### config.mk
export PLATFORM = sky130hd
export DESIGN_NAME = flipping_seq_ctrl
export DESIGN_NICKNAME = d
export VERILOG_FILES = /design/src/rtl/flipping_pkg.sv /design/src/rtl/flipping_out_fifo.sv /design/src/rtl/flipping_seq_ctrl.sv
export SDC_FILE = /design/constraint.sdc
export NUM_CORES = 1
export LEC_CHECK = 0
export CORE_AREA = 5 5 418 420
export CTS_BUF_LIST = sky130_fd_sc_hd__clkbuf_16
export DETAILED_ROUTE_END_ITERATION = 7
export DIE_AREA = 0 0 423 425
export SYNTH_ARGS = -nofsm -noshare
export SYNTH_HDL_FRONTEND = slang
export SYNTH_SLANG_ARGS = --single-unit
export TNS_END_PERCENT = 10
### constraint.sdc
create_clock -name clk_i -period 52 [get_ports clk_i]
set_input_delay 10.4 -clock clk_i [delete_from_list [all_inputs] [get_ports clk_i]]
set_output_delay 10.4 -clock clk_i [all_outputs]
set_load 0.02 [all_outputs]
### src/rtl/flipping_pkg.sv
// Shared types and helpers for the activation flipping sequencer.
package flipping_pkg;

  typedef enum logic [1:0] {
    BYPASS   = 2'd0,
    INVERT   = 2'd1,
    MAJORITY = 2'd2,
    RSVD     = 2'd3
  } flip_mode_e;

  typedef enum logic [1:0] {
    IDLE  = 2'd0,
    RUN   = 2'd1,
    DRAIN = 2'd2,
    FIN   = 2'd3
  } ctrl_state_e;

  localparam int FLIP_LAT = 2;
  localparam int POP_W    = 64;

  // Callers zero-extend narrower vectors to POP_W.
  function automatic int unsigned popcount(input logic [POP_W-1:0] v);
    int unsigned c;
    c = 0;
    for (int i = 0; i < POP_W; i++) c += 32'(v[i]);
    return c;
  endfunction

endpackage

### src/rtl/flipping_out_fifo.sv
// Result buffer for the flipping sequencer: DEPTH-entry tile FIFO with
// wrap-around pointers; head entry is visible combinationally.
module flipping_out_fifo #(
  parameter int N     = 16,
  parameter int M     = 16,
  parameter int DEPTH = 3
) (
  input  logic                       clk_i,
  input  logic                       rst_ni,
  input  logic                       clr_i,
  input  logic                       wr_i,
  input  logic [M-1:0][N-1:0]        wdata_i,
  input  logic                       rd_i,
  output logic [M-1:0][N-1:0]        rdata_o,
  output logic                       full_o,
  output logic                       empty_o,
  output logic [$clog2(DEPTH+1)-1:0] count_o
);
  localparam int AW = (DEPTH > 1) ? $clog2(DEPTH) : 1;
  localparam int CW = $clog2(DEPTH+1);

  logic [M-1:0][N-1:0] mem_q [DEPTH];
  logic [AW-1:0]       wptr_q, rptr_q;
  logic [CW-1:0]       cnt_q;
  logic                wr_en, rd_en;

  assign full_o  = (cnt_q == CW'(DEPTH));
  assign empty_o = (cnt_q == '0);
  assign count_o = cnt_q;
  assign rd_en   = rd_i && !empty_o;
  // A pop in the same cycle frees the slot a write into a full buffer needs.
  assign wr_en   = wr_i && (!full_o || rd_en);
  assign rdata_o = mem_q[rptr_q];

  function automatic logic [AW-1:0] wrap_inc(input logic [AW-1:0] p);
    return (p == AW'(DEPTH-1)) ? '0 : p + AW'(1);
  endfunction

  always_ff @(posedge clk_i) begin
    if (wr_en) mem_q[wptr_q] <= wdata_i;
  end

  always_ff @(posedge clk_i or negedge rst_ni) begin
    if (!rst_ni) begin
      wptr_q <= '0;
      rptr_q <= '0;
      cnt_q  <= '0;
    end else if (clr_i) begin
      wptr_q <= '0;
      rptr_q <= '0;
      cnt_q  <= '0;
    end else begin
      if (wr_en) wptr_q <= wrap_inc(wptr_q);
      if (rd_en) rptr_q <= wrap_inc(rptr_q);
      case ({wr_en, rd_en})
        2'b10:   cnt_q <= cnt_q + CW'(1);
        2'b01:   cnt_q <= cnt_q - CW'(1);
        default: ;
      endcase
    end
  end

endmodule

### src/rtl/flipping_seq_ctrl.sv
// Job sequencer for the 2-stage activation flipping datapath: picks per-lane
// f bits, tracks in-flight tiles and buffers results behind a credit scheme.
module flipping_seq_ctrl
  import flipping_pkg::*;
#(
  parameter int N     = 16,
  parameter int M     = 16,
  parameter int LAT   = FLIP_LAT,
  parameter int DEPTH = 3,
  parameter int TW    = 16
) (
  input  logic                clk_i,
  input  logic                rst_ni,
  input  logic                start_i,
  input  logic                abort_i,
  input  logic [TW-1:0]       num_tiles_i,
  input  logic [1:0]          mode_i,
  input  logic                in_valid_i,
  output logic                in_ready_o,
  input  logic [M-1:0][N-1:0] in_act_i,
  output logic [M-1:0][N-1:0] dp_act_o,
  output logic [M-1:0]        dp_f_o,
  input  logic [M-1:0][N-1:0] dp_b_i,
  output logic                out_valid_o,
  input  logic                out_ready_i,
  output logic [M-1:0][N-1:0] out_b_o,
  output logic                busy_o,
  output logic                done_o,
  output logic [15:0]         flips_o
);
  localparam int CW = $clog2(DEPTH+1);

  ctrl_state_e         state_q, state_d;
  flip_mode_e          mode_q;
  logic [TW-1:0]       num_q, issued_q, popped_q;
  logic [CW-1:0]       credits_q, credits_d;
  logic [LAT-1:0]      vpipe_q;
  logic [15:0]         flips_q;
  logic [31:0]         fsum;
  logic [M-1:0]        lane_f;
  logic                issue, pop, flush, start_go;
  logic [M-1:0][N-1:0] fifo_rdata;
  logic                fifo_full, fifo_empty;
  logic [CW-1:0]       fifo_cnt;

  for (genvar l = 0; l < M; l++) begin : g_lane
    assign lane_f[l] = (mode_q == INVERT) ||
                       ((mode_q == MAJORITY) &&
                        (popcount(POP_W'(in_act_i[l])) > 32'(N/2)));
  end

  assign flush    = abort_i && (state_q != IDLE);
  assign start_go = (state_q == IDLE) && start_i;
  assign pop      = out_valid_o && out_ready_i;
  // A pop this cycle returns a credit, so it can be spent on an issue in the
  // same cycle; otherwise the credit loop would cap throughput below 1/cycle.
  assign in_ready_o = (state_q == RUN) && !abort_i && (issued_q < num_q) &&
                      ((credits_q != '0) || pop);
  assign issue    = in_valid_i && in_ready_o;

  assign dp_act_o = issue ? in_act_i : '0;
  assign dp_f_o   = issue ? lane_f : '0;

  assign fsum = 32'(flips_q) + popcount(POP_W'(dp_f_o));

  always_comb begin
    credits_d = credits_q;
    case ({issue, pop})
      2'b10:   credits_d = credits_q - CW'(1);
      2'b01:   credits_d = credits_q + CW'(1);
      default: ;
    endcase
  end

  always_comb begin
    state_d = state_q;
    done_o  = 1'b0;
    if (flush) begin
      state_d = IDLE;
    end else begin
      case (state_q)
        IDLE:  if (start_i) state_d = (num_tiles_i == '0) ? FIN : RUN;
        RUN:   if (issued_q == num_q) state_d = DRAIN;
        DRAIN: if (popped_q == num_q) state_d = FIN;
        FIN: begin
          done_o  = 1'b1;
          state_d = IDLE;
        end
        default: state_d = IDLE;
      endcase
    end
  end

  always_ff @(posedge clk_i or negedge rst_ni) begin
    if (!rst_ni) state_q <= IDLE;
    else         state_q <= state_d;
  end

  always_ff @(posedge clk_i or negedge rst_ni) begin
    if (!rst_ni) begin
      mode_q    <= BYPASS;
      num_q     <= '0;
      issued_q  <= '0;
      popped_q  <= '0;
      credits_q <= CW'(DEPTH);
      vpipe_q   <= '0;
      flips_q   <= '0;
    end else if (flush) begin
      issued_q  <= '0;
      popped_q  <= '0;
      credits_q <= CW'(DEPTH);
      vpipe_q   <= '0;
    end else begin
      vpipe_q   <= LAT'({vpipe_q, issue});
      credits_q <= credits_d;
      if (start_go) begin
        mode_q   <= flip_mode_e'(mode_i);
        num_q    <= num_tiles_i;
        issued_q <= '0;
        popped_q <= '0;
        flips_q  <= '0;
      end
      if (issue) begin
        issued_q <= issued_q + TW'(1);
        flips_q  <= (fsum > 32'hFFFF) ? 16'hFFFF : fsum[15:0];
      end
      if (pop) popped_q <= popped_q + TW'(1);
    end
  end

  flipping_out_fifo #(.N(N), .M(M), .DEPTH(DEPTH)) u_fifo (
    .clk_i   (clk_i),
    .rst_ni  (rst_ni),
    .clr_i   (flush),
    .wr_i    (vpipe_q[LAT-1]),
    .wdata_i (dp_b_i),
    .rd_i    (pop),
    .rdata_o (fifo_rdata),
    .full_o  (fifo_full),
    .empty_o (fifo_empty),
    .count_o (fifo_cnt)
  );

  assign out_valid_o = !fifo_empty;
  assign out_b_o     = fifo_empty ? '0 : fifo_rdata;
  assign busy_o      = (state_q != IDLE);
  assign flips_o     = flips_q;

  // Every credit is either free, riding the datapath, or parked in the buffer.
  a_credit_conserve: assert property (@(posedge clk_i) disable iff (!rst_ni)
    32'(fifo_cnt) + popcount(POP_W'(vpipe_q)) + 32'(credits_q) == 32'(DEPTH));
  a_no_overflow: assert property (@(posedge clk_i) disable iff (!rst_ni)
    !(fifo_full && vpipe_q[LAT-1] && !pop));

endmodule

# Yosys cells after proc, flatten, opt, wreduce, memory -nomap -nowiden
# Memory sizes are Yosys's and may differ from the RTL's.
# Cells that the tools add are included.
# op_classes
addsub	264
magnitude_cmp	18
eq_ne	17
muxes	31
n_bitwise	1
n_reduce_logical	61
# ops
cell	n
256-bit 2-to-1 mux	2
15-bit by 1-bit adder with 16-bit output	17
16-bit by 4-bit > comparator with 1-bit output (second input constant)	16
14-bit by 1-bit adder with 15-bit output	17
13-bit by 1-bit adder with 14-bit output	17
12-bit by 1-bit adder with 13-bit output	17
11-bit by 1-bit adder with 12-bit output	17
10-bit by 1-bit adder with 11-bit output	17
9-bit by 1-bit adder with 10-bit output	17
8-bit by 1-bit adder with 9-bit output	17
7-bit by 1-bit adder with 8-bit output	17
16-bit 2-to-1 mux	8
6-bit by 1-bit adder with 7-bit output	17
5-bit by 1-bit adder with 6-bit output	17
4-bit by 1-bit adder with 5-bit output	17
3-bit by 1-bit adder with 4-bit output	17
2-bit by 1-bit adder with 3-bit output	17
1-bit by 1-bit adder with 2-bit output	17
16-bit by 1-bit adder with 16-bit output (second input constant)	2
16-bit == test	2
2-bit 2-to-1 mux	14
1-bit logical AND	25
1-bit logical OR	18
16-bit by 16-bit adder with 17-bit output	1
19 further kinds	49
# totals
regBits	78
ram_bits	768
input_bits	536
output_inout_bits	548
wordCells	404
memories	1
# memory_table
name	words	word_bits	rd	rd_ports_with_merged_regs	wr	line	text
u_fifo.mem_q	3	256	1	0	1	flipping_out_fifo.sv:22	logic [M-1:0][N-1:0] mem_q [DEPTH];

# Depth between registers and ports, before layout
# Gate-level depths: netlist (run 1).
# depth
depth_word	38
ltp_mapped	32

# Modules after synthesis
# Synthesis (run 1) repeated with hierarchy kept, for this count alone.
# unflattened
hier_cells	3522
area_unflattened_um2	43210.2
# modules_own_cells
module	instances	cells_each	area_per_inst_um2	seq_area_each_um2
flipping_out_fifo	1	1658	28758.8	23212.3
flipping_seq_ctrl	1	1864	14451.4	1804.2

# Worst setup path after synthesis (run 1)
# OpenSTA, ideal clock, no wires.
# synth_path
path_type	input port to flip-flop
startpoint	in out_ready_i
endpoint	mem u_fifo.mem_q[1][0] (netlist bit) (enable)
t_arrival_ps	29171
required_ps	50758
setup_slack_ps	21587
path_stages	2
path_cell_list	o21ai_0 -> nor3b_1
# synth_via
elab_chain_cells	6
# synth_lines
element	line	text
from (decl)	flipping_seq_ctrl.sv:25	input logic out_ready_i,
1-bit logical AND	flipping_seq_ctrl.sv:54	assign pop = out_valid_o && out_ready_i;
1-bit logical AND	flipping_out_fifo.sv:30	assign rd_en = rd_i && !empty_o;
1-bit logical OR	flipping_out_fifo.sv:32	assign wr_en = wr_i && (!full_o || rd_en);
1-bit logical AND	flipping_out_fifo.sv:32	
1-bit 2-to-1 mux	flipping_out_fifo.sv:40	if (wr_en) mem_q[wptr_q] <= wdata_i;
1-bit 2-to-1 mux (not written as such)	flipping_out_fifo.sv:40	
to (decl)	flipping_out_fifo.sv:22	
# Every way passes these cells.

# Worst setup path in the final report (run 1)
# layout_path
startpoint	in in_act_i[112] (netlist bit)
endpoint	out dp_f_o[7]
# layout_via
elab_chain_cells	19
# layout_lines
element	line	text
from (decl)	flipping_seq_ctrl.sv:20	input logic [M-1:0][N-1:0] in_act_i,
1-bit by 1-bit adder with 2-bit output	flipping_pkg.sv:25	for (int i = 0; i < POP_W; i++) c += 32'(v[i]);
2-bit by 1-bit adder with 3-bit output	flipping_pkg.sv:25	
3-bit by 1-bit adder with 4-bit output	flipping_pkg.sv:25	
4-bit by 1-bit adder with 5-bit output	flipping_pkg.sv:25	
5-bit by 1-bit adder with 6-bit output	flipping_pkg.sv:25	
6-bit by 1-bit adder with 7-bit output	flipping_pkg.sv:25	
7-bit by 1-bit adder with 8-bit output	flipping_pkg.sv:25	
8-bit by 1-bit adder with 9-bit output	flipping_pkg.sv:25	
[3 not listed]	--	
12-bit by 1-bit adder with 13-bit output	flipping_pkg.sv:25	
13-bit by 1-bit adder with 14-bit output	flipping_pkg.sv:25	
14-bit by 1-bit adder with 15-bit output	flipping_pkg.sv:25	
15-bit by 1-bit adder with 16-bit output	flipping_pkg.sv:25	
16-bit by 4-bit > comparator with 1-bit output	flipping_seq_ctrl.sv:49	(popcount(POP_W'(in_act_i[l])) > 32'(N/2)));
1-bit logical AND	flipping_seq_ctrl.sv:48	((mode_q == MAJORITY) &&
1-bit logical OR	flipping_seq_ctrl.sv:47	assign lane_f[l] = (mode_q == INVERT) ||
16-bit 2-to-1 mux	flipping_seq_ctrl.sv:62	assign dp_f_o = issue ? lane_f : '0;
to (decl)	flipping_seq_ctrl.sv:22	output logic [M-1:0] dp_f_o,
# Every way passes these cells.

==> metrics.txt, run 1 <==
status finished clean; DP HPWL between 100000 and 150000 um; CP top delay family adder cells; #FFs+latches synth roughly 850; CTS tree built; clock root buffer clkbuf_16; utilization after layout 0.343; synth warn 0; Mapped Cells 3490; Clock Path Buffers 3; Final Wtd Congestion around 0.96; height of the die approximately 430 um; Seq pwr share 0.351; Syn Area/Cell approximately 12 sq um; Iter 0 DRT Violations 1557; Die X 423 um; Reg-to-Reg Start num_q[13]; Comb power frac 0.388; Worst setup EP type primary output; Max rail drop VDD ~0.030 mV; CP max stage cell a21oi_1; initial antenna violation count 34; WS Path Type input port to primary output; sequential area share after synthesis 0.591; total power about 2.3 mW; Syn Std Cell Area approximately 42000 sq um; Global Route met1 Usage 0.157; Die ar. 180000 sq um; met2 Track Usage GR 0.299; asr flop ratio synth 0.0922; Relative slew margins 0.157; Residual DRC 0; Worst Setup SP in_act_i[112]; PwrDens 40.2 nW/um^2; setup ws final about 26 ns; Clk pin slew, worst setup/hold paths 0.06 ns; post-CTS setup buffers 0; initial cell density of the core 0.248; crit path DAT between 15 and 20 ns; CTS Sinks about 850; Hold-fix buffers, CTS 0; max cap viols 0; hold slack 0.461 ns; total vias in the final route ~30k; drt pass-1 iters 5; Setup WS pre-CTS 25.77 ns; overall global routing resource usage 0.156; worst path bufs/invs 5; Core Region 171000 sq um; fin cells between 6k and 7k; clock power share 0.261; setup TNS 0 ns; H-tree depth 3; layout net count 5353; Max Clock Skew around 0.029 ns; gr ovfl total 0; layout cells sized above 1 0.0460; DP Cell Count roughly 6.7k; Ports around 1.1k; placed cell area around 56000 sq um; RSZ-0062 raised after global routing no; period utilization 0.503; FILL cells about 17k; critical-path cell list clkdlybuf4s50_1 > inv_1 > fa_1 > fa_1 > fa_1 > fa_1 > inv_1 > ha_1 > inv_1 > fa_1 > xnor2_1 > nor3b_1 > nor2b_1 > o31a_1 > o21ai_0 > a21oi_1 > clkdlybuf4s50_1; maximum operating frequency around 0.038 GHz; drt wl/cell 21.3 um; global routing's busiest layer met2; Main synth FF type edfxtp_1; Antenna Nets Post-Route 0; vias in the first global route about 31k; # setup viols final 0; startpoint types input port; clk_lat worst skew 0.69 ns; first-pass GRT wire length around 210000 um; design area 58400 sq um; Leakage approximately 22 nW; Port Buf Inserts between 1k and 1.5k; Synth cell types 65; Final Critical Period ~26 ns; row count between 150 and 200; Hold Startpoint vpipe_q[0]; area grow syn2layout 38.1%; Synth Net Count ~4.3k; Switching Fraction 0.349; Vias per Instance between 4 and 5; Pins Over Slew Limit 0; Psw between 800 and 900 uW; WP data required around 42 ns; CTS resizes 0; clock buffer count from CTS 89; CP Max Fanout 2; largest net degree at the start of global routing 168; maximum single-stage delay on the critical path slightly below 0.8 ns; internal power between 1.5 and 2 mW; Hold Path Class flip-flop to flip-flop; final hold violations 0; Worst-Margin Slew between 1 and 1.5 ns; WL final between 100000 and 150000 um; M3 GR Usage 0.0477; most frequent CP cell fa_1; EDFF count, synth 768
-- kinds of logic (layout without fill, tap and decap cells) --
logic type,Yosys count,in the layout,share of synthesized area
buf+inv,549,1670,0.0512
xor+xnor,44,44,0.00911
simple gates,1032,1032,0.108
fa+ha+maj,282,282,0.114
other cells,0,17,0
compound gates,460,460,0.0605
mux,277,277,0.0661
flops,846,846,0.591
-- placed cells by master, fill, tap and decap left out, types with 7 or more instances in the layout --
cell                n
clkdlybuf4s50_1  1082
edfxtp_1          768
nor2_1            718
inv_1             399
a21oi_1           318
mux2i_1           259
fa_1              172
ha_1              110
and2_1             95
clkbuf_16          90
dfrtp_1            74
o21ai_0            60
nand2_1            49
buf_4              36
xor2_1             26
nor3_1             22
clkinv_2           21
nor3b_1            20
clkinv_1           20
nor2b_1            19
a21o_1             18
xnor2_1            18
nand3_1            18
mux2_2             18
diode_2            17
a31oi_1            14
nor4_1             13
and3_1             13
nand4_1            12
nand3b_1           12
nand2b_1            8
o31a_1              8
o21a_1              7
-- synth_stat cells (49+ instances only) --
master | n | area [sq um]
ha_1 | 110 | 1380
mux2i_1 | 259 | 2590
nand2_1 | 49 | 184
clkbuf_1 | 105 | 394
and2_1 | 95 | 594
nor2_1 | 719 | 2700
inv_1 | 381 | 1430
dfrtp_1 | 76 | 1900
a21oi_1 | 318 | 1590
o21ai_0 | 60 | 300
fa_1 | 172 | 3440
edfxtp_1 | 768 | 23100
-- sequential cells by signal, summed over array words and instances (netlist names) --
register	cells
num_q	16
credits_q	2
state_q	2
flips_o	16
u_fifo.mem_q	768
issued_q	16
u_fifo.count_o	2
vpipe_q	2
u_fifo.rptr_q	2
mode_q	2
popped_q	16
u_fifo.wptr_q	2
-- power by group through the flow --
stage	clock network [mW]	registers, mW	logic, mW
floorplan	0	0.842	0.589
global placement	0	0.837	0.915
detailed placement	0	0.839	0.928
CTS	0.633	0.825	0.934
global route	0.658	0.828	1.01
finish	0.613	0.824	0.910
-- layout make-up --
| cell class | count | area [sq um] | area share |
|---|---|---|---|
| clock inverters | 77 | 578 | 0.00989 |
| clock buffers | 90 | 2250 | 0.0385 |
| well taps | 2233 | 2790 | 0.0478 |
| multi-input cells | 2095 | 15200 | 0.259 |
| inverters | 382 | 1440 | 0.0246 |
| diodes | 17 | 42.5 | 0.000728 |
| repair buffers | 1121 | 11200 | 0.191 |
| flip-flops and latches | 846 | 25000 | 0.428 |
-- worst paths after layout --
path / end / slack [ns] / depth (start not counted)
hold / removal: vpipe_q[1] / 0.46 / 1
max in group asynchronous: flips_o[9] / 41.24 / 2
hold reg to reg: vpipe_q[1] / 0.46 / 1
setup / recovery: dp_f_o[7] / 25.84 / 17
setup reg to reg: flips_o[9] / 43.93 / 23
min in group asynchronous: num_q[9] / 9.70 / 1
-- per-layer routing --
layer | vias to the layer above | wire length (um)
met2 | 866 | 78900
met1 | 14500 | 51100
met3 | 214 | 10300
met4 | 22 | 5710
li1 | 14100 | -
met5 | - | 150
(Power assumes the default switching activity.)
==> run 2: changes to the inputs <==
- CORE_AREA: 5 5 418 420 -> 5 5 419 421
- DIE_AREA: 0 0 423 425 -> 0 0 424 426
- clock period: 52 -> 22.6 ns (I/O delays scaled with it)
==> run 2 against run 1 <==
- clock power rose by 130%
- sequential share of layout area is essentially flat
- final area is 0.10% lower
- routed wire length is 1.2% higher
- clock-buffer cell count shrank 2
- first-iteration DRC count fell by 6.2%
- via count about the same
- non-clock buffer count decreased by 2
==> metrics.txt, run 2 (same netlist as run 1, synthesis figures left out) <==
status finished clean; WS Path Type input port to primary output; Setup WS pre-CTS 8.04 ns (-17.73 ns); total power 5.38 mW (+130%); maximum operating frequency 0.0688 GHz; gr ovfl total 0 (unchanged); initial antenna violation count 29 (-15%); row count 152 (unchanged); Die X 424 um (+0.24%); WL final 148000 um (+1.2%); CP Max Fanout 2 (unchanged); max reg flops 768 (unchanged); R2R Setup Slk 14.41 ns (-29.52 ns); setup ws final 8.08 ns (-17.76 ns); largest net degree at the start of global routing 131 (-22%); Iter 0 DRT Violations 1461 (-6.2%); most frequent cells in the layout clkdlybuf4s50_1, edfxtp_1, nor2_1; Port Buf Inserts 1083 (unchanged); clk_lat worst skew 0.68 ns (about the same); Core Region 171000 sq um (+0.22%); Leakage 21.5 nW (-0.22%); Final Critical Period around 15 ns; Antenna Nets Post-Route 0 (unchanged); height of the die 426 um (+0.24%); first-pass GRT wire length 211000 um (+1.2%); Max Clock Skew 0.0247 ns (-0.00474 ns); Largest Register u_fifo.mem_q; total vias in the final route 29.7k (+0.061%); post-CTS setup buffers 0 (unchanged); Die ar. 181000 sq um (+0.47%); Final Wtd Congestion 0.979 (+2.3%); hold slack 0.460 ns (-0.00139 ns); RSZ-0062 raised after global routing no; placed cell area 55600 sq um (about the same); Hold Path Class flip-flop to flip-flop; DP HPWL 113000 um (+1.6%); H-tree depth 3 (unchanged); utilization after layout 0.341 (-0.00111); CTS resizes 0 (unchanged); final hold violations 0 (unchanged); layout cells sized above 1 0.0436 (-0.00234); max cap viols 0 (unchanged); drt wl/cell 21.6 um (+1.3%); CTS tree built; Clock Path Buffers 3 (unchanged); Max rail drop VDD 0.0674 mV (+120%); PwrDens 92.1 nW/um^2 (+130%); overall global routing resource usage 0.157 (+0.00168); period utilization 0.643; CTS Sinks 846 (unchanged); Vias per Instance 4.33 (+0.18%); initial cell density of the core 0.248 (-0.000552); Residual DRC 0 (unchanged); Clk pin slew, worst setup/hold paths 0.06 ns (about the same); Relative slew margins 0.178 (+0.0210); layout net count 5350 (-0.056%); Worst-Margin Slew 1.23 ns (-0.0316 ns); crit path DAT 10.00 ns (-5.76 ns); drt pass-1 iters 6 (+1); Hold-fix buffers, CTS 0 (unchanged); WP data required 18.08 ns (-23.52 ns); most common cell after layout, fill and taps aside clkdlybuf4s50_1; Ports 1084 (unchanged); clock root buffer clkbuf_16; # setup viols final 0 (unchanged); design area 58400 sq um (-0.10%); clock buffer count from CTS 88 (-1.1%); Worst setup EP type primary output; Pins Over Slew Limit 0 (unchanged); area grow syn2layout 38.0%; startpoint types input port; vias in the first global route 31.0k (+0.98%)
## run 2: cell count changes in the layout (fill, tap and decap cells not counted), sizes merged
cell	change
clkinvlp	+2
bufinv	-1
inv	+2
clkinv	-4
clkbuf	-2
diode	-3
buf	-2
## run 2: cell type report
type                    instances  area, sq um
multi-input cells            2095        15200
fillers                     17000       113000
clock inverters                76          584
well taps                    2233         2790
diodes                         14         35.0
inverters                     382         1440
clock buffers                  88         2200
flip-flops and latches        846        25000
repair buffers               1119        11100
## run 2: stage by stage
step / setup TNS, ns / instances
5_1_grt: 0 / 6848
3_3_place_gp: 0 / 6675
6_report: 0 / 6853
2_1_floorplan: -629.05 / 3490
4_1_cts: 0 / 6839
3_5_place_dp: 0 / 6675
## run 2: per-layer routing
| metal | up-vias | share of wire | GRT usage |
|---|---|---|---|
| met1 | 14600 | 0.33 | 0.152 |
| met5 | - | 0.00082 | 0 |
| met3 | 184 | 0.082 | 0.0537 |
| li1 | 14100 | - | - |
| met2 | 855 | 0.55 | 0.303 |
| met4 | 18 | 0.036 | 0.0639 |
## run 2: worst paths after layout
check | end | startpoint | cells past startpoint
max in group asynchronous | u_fifo.rptr_q[0] | rst_ni | 2
hold reg to reg | vpipe_q[1] | vpipe_q[0] | 1
min in group asynchronous | num_q[9] | rst_ni | 1
setup / recovery | dp_f_o[7] | in_act_i[117] | 17
setup reg to reg | flips_o[13] | num_q[13] | 23
hold / removal | vpipe_q[1] | vpipe_q[0] | 1
## run 2: power breakdown
| group | switching [mW] | internal (mW) |
|---|---|---|
| registers | 0.0767 | 1.82 |
| clock network | 0.625 | 0.764 |
| logic | 1.19 | 0.903 |
| total | 1.89 | 3.49 |
## run 2: critical path, cell delays in order
cell and delay [ns]:
clkdlybuf4s50_1 0.46, inv_1 0.06, fa_1 0.59, fa_1 0.48, fa_1 0.55, fa_1 0.42
inv_1 0.07, ha_1 0.17, inv_1 0.06, fa_1 0.40, xnor2_1 0.17, nor3b_1 0.08
nor2b_1 0.13, o31a_1 0.12, o21ai_0 0.07, a21oi_1 0.84, clkdlybuf4s50_1 0.81
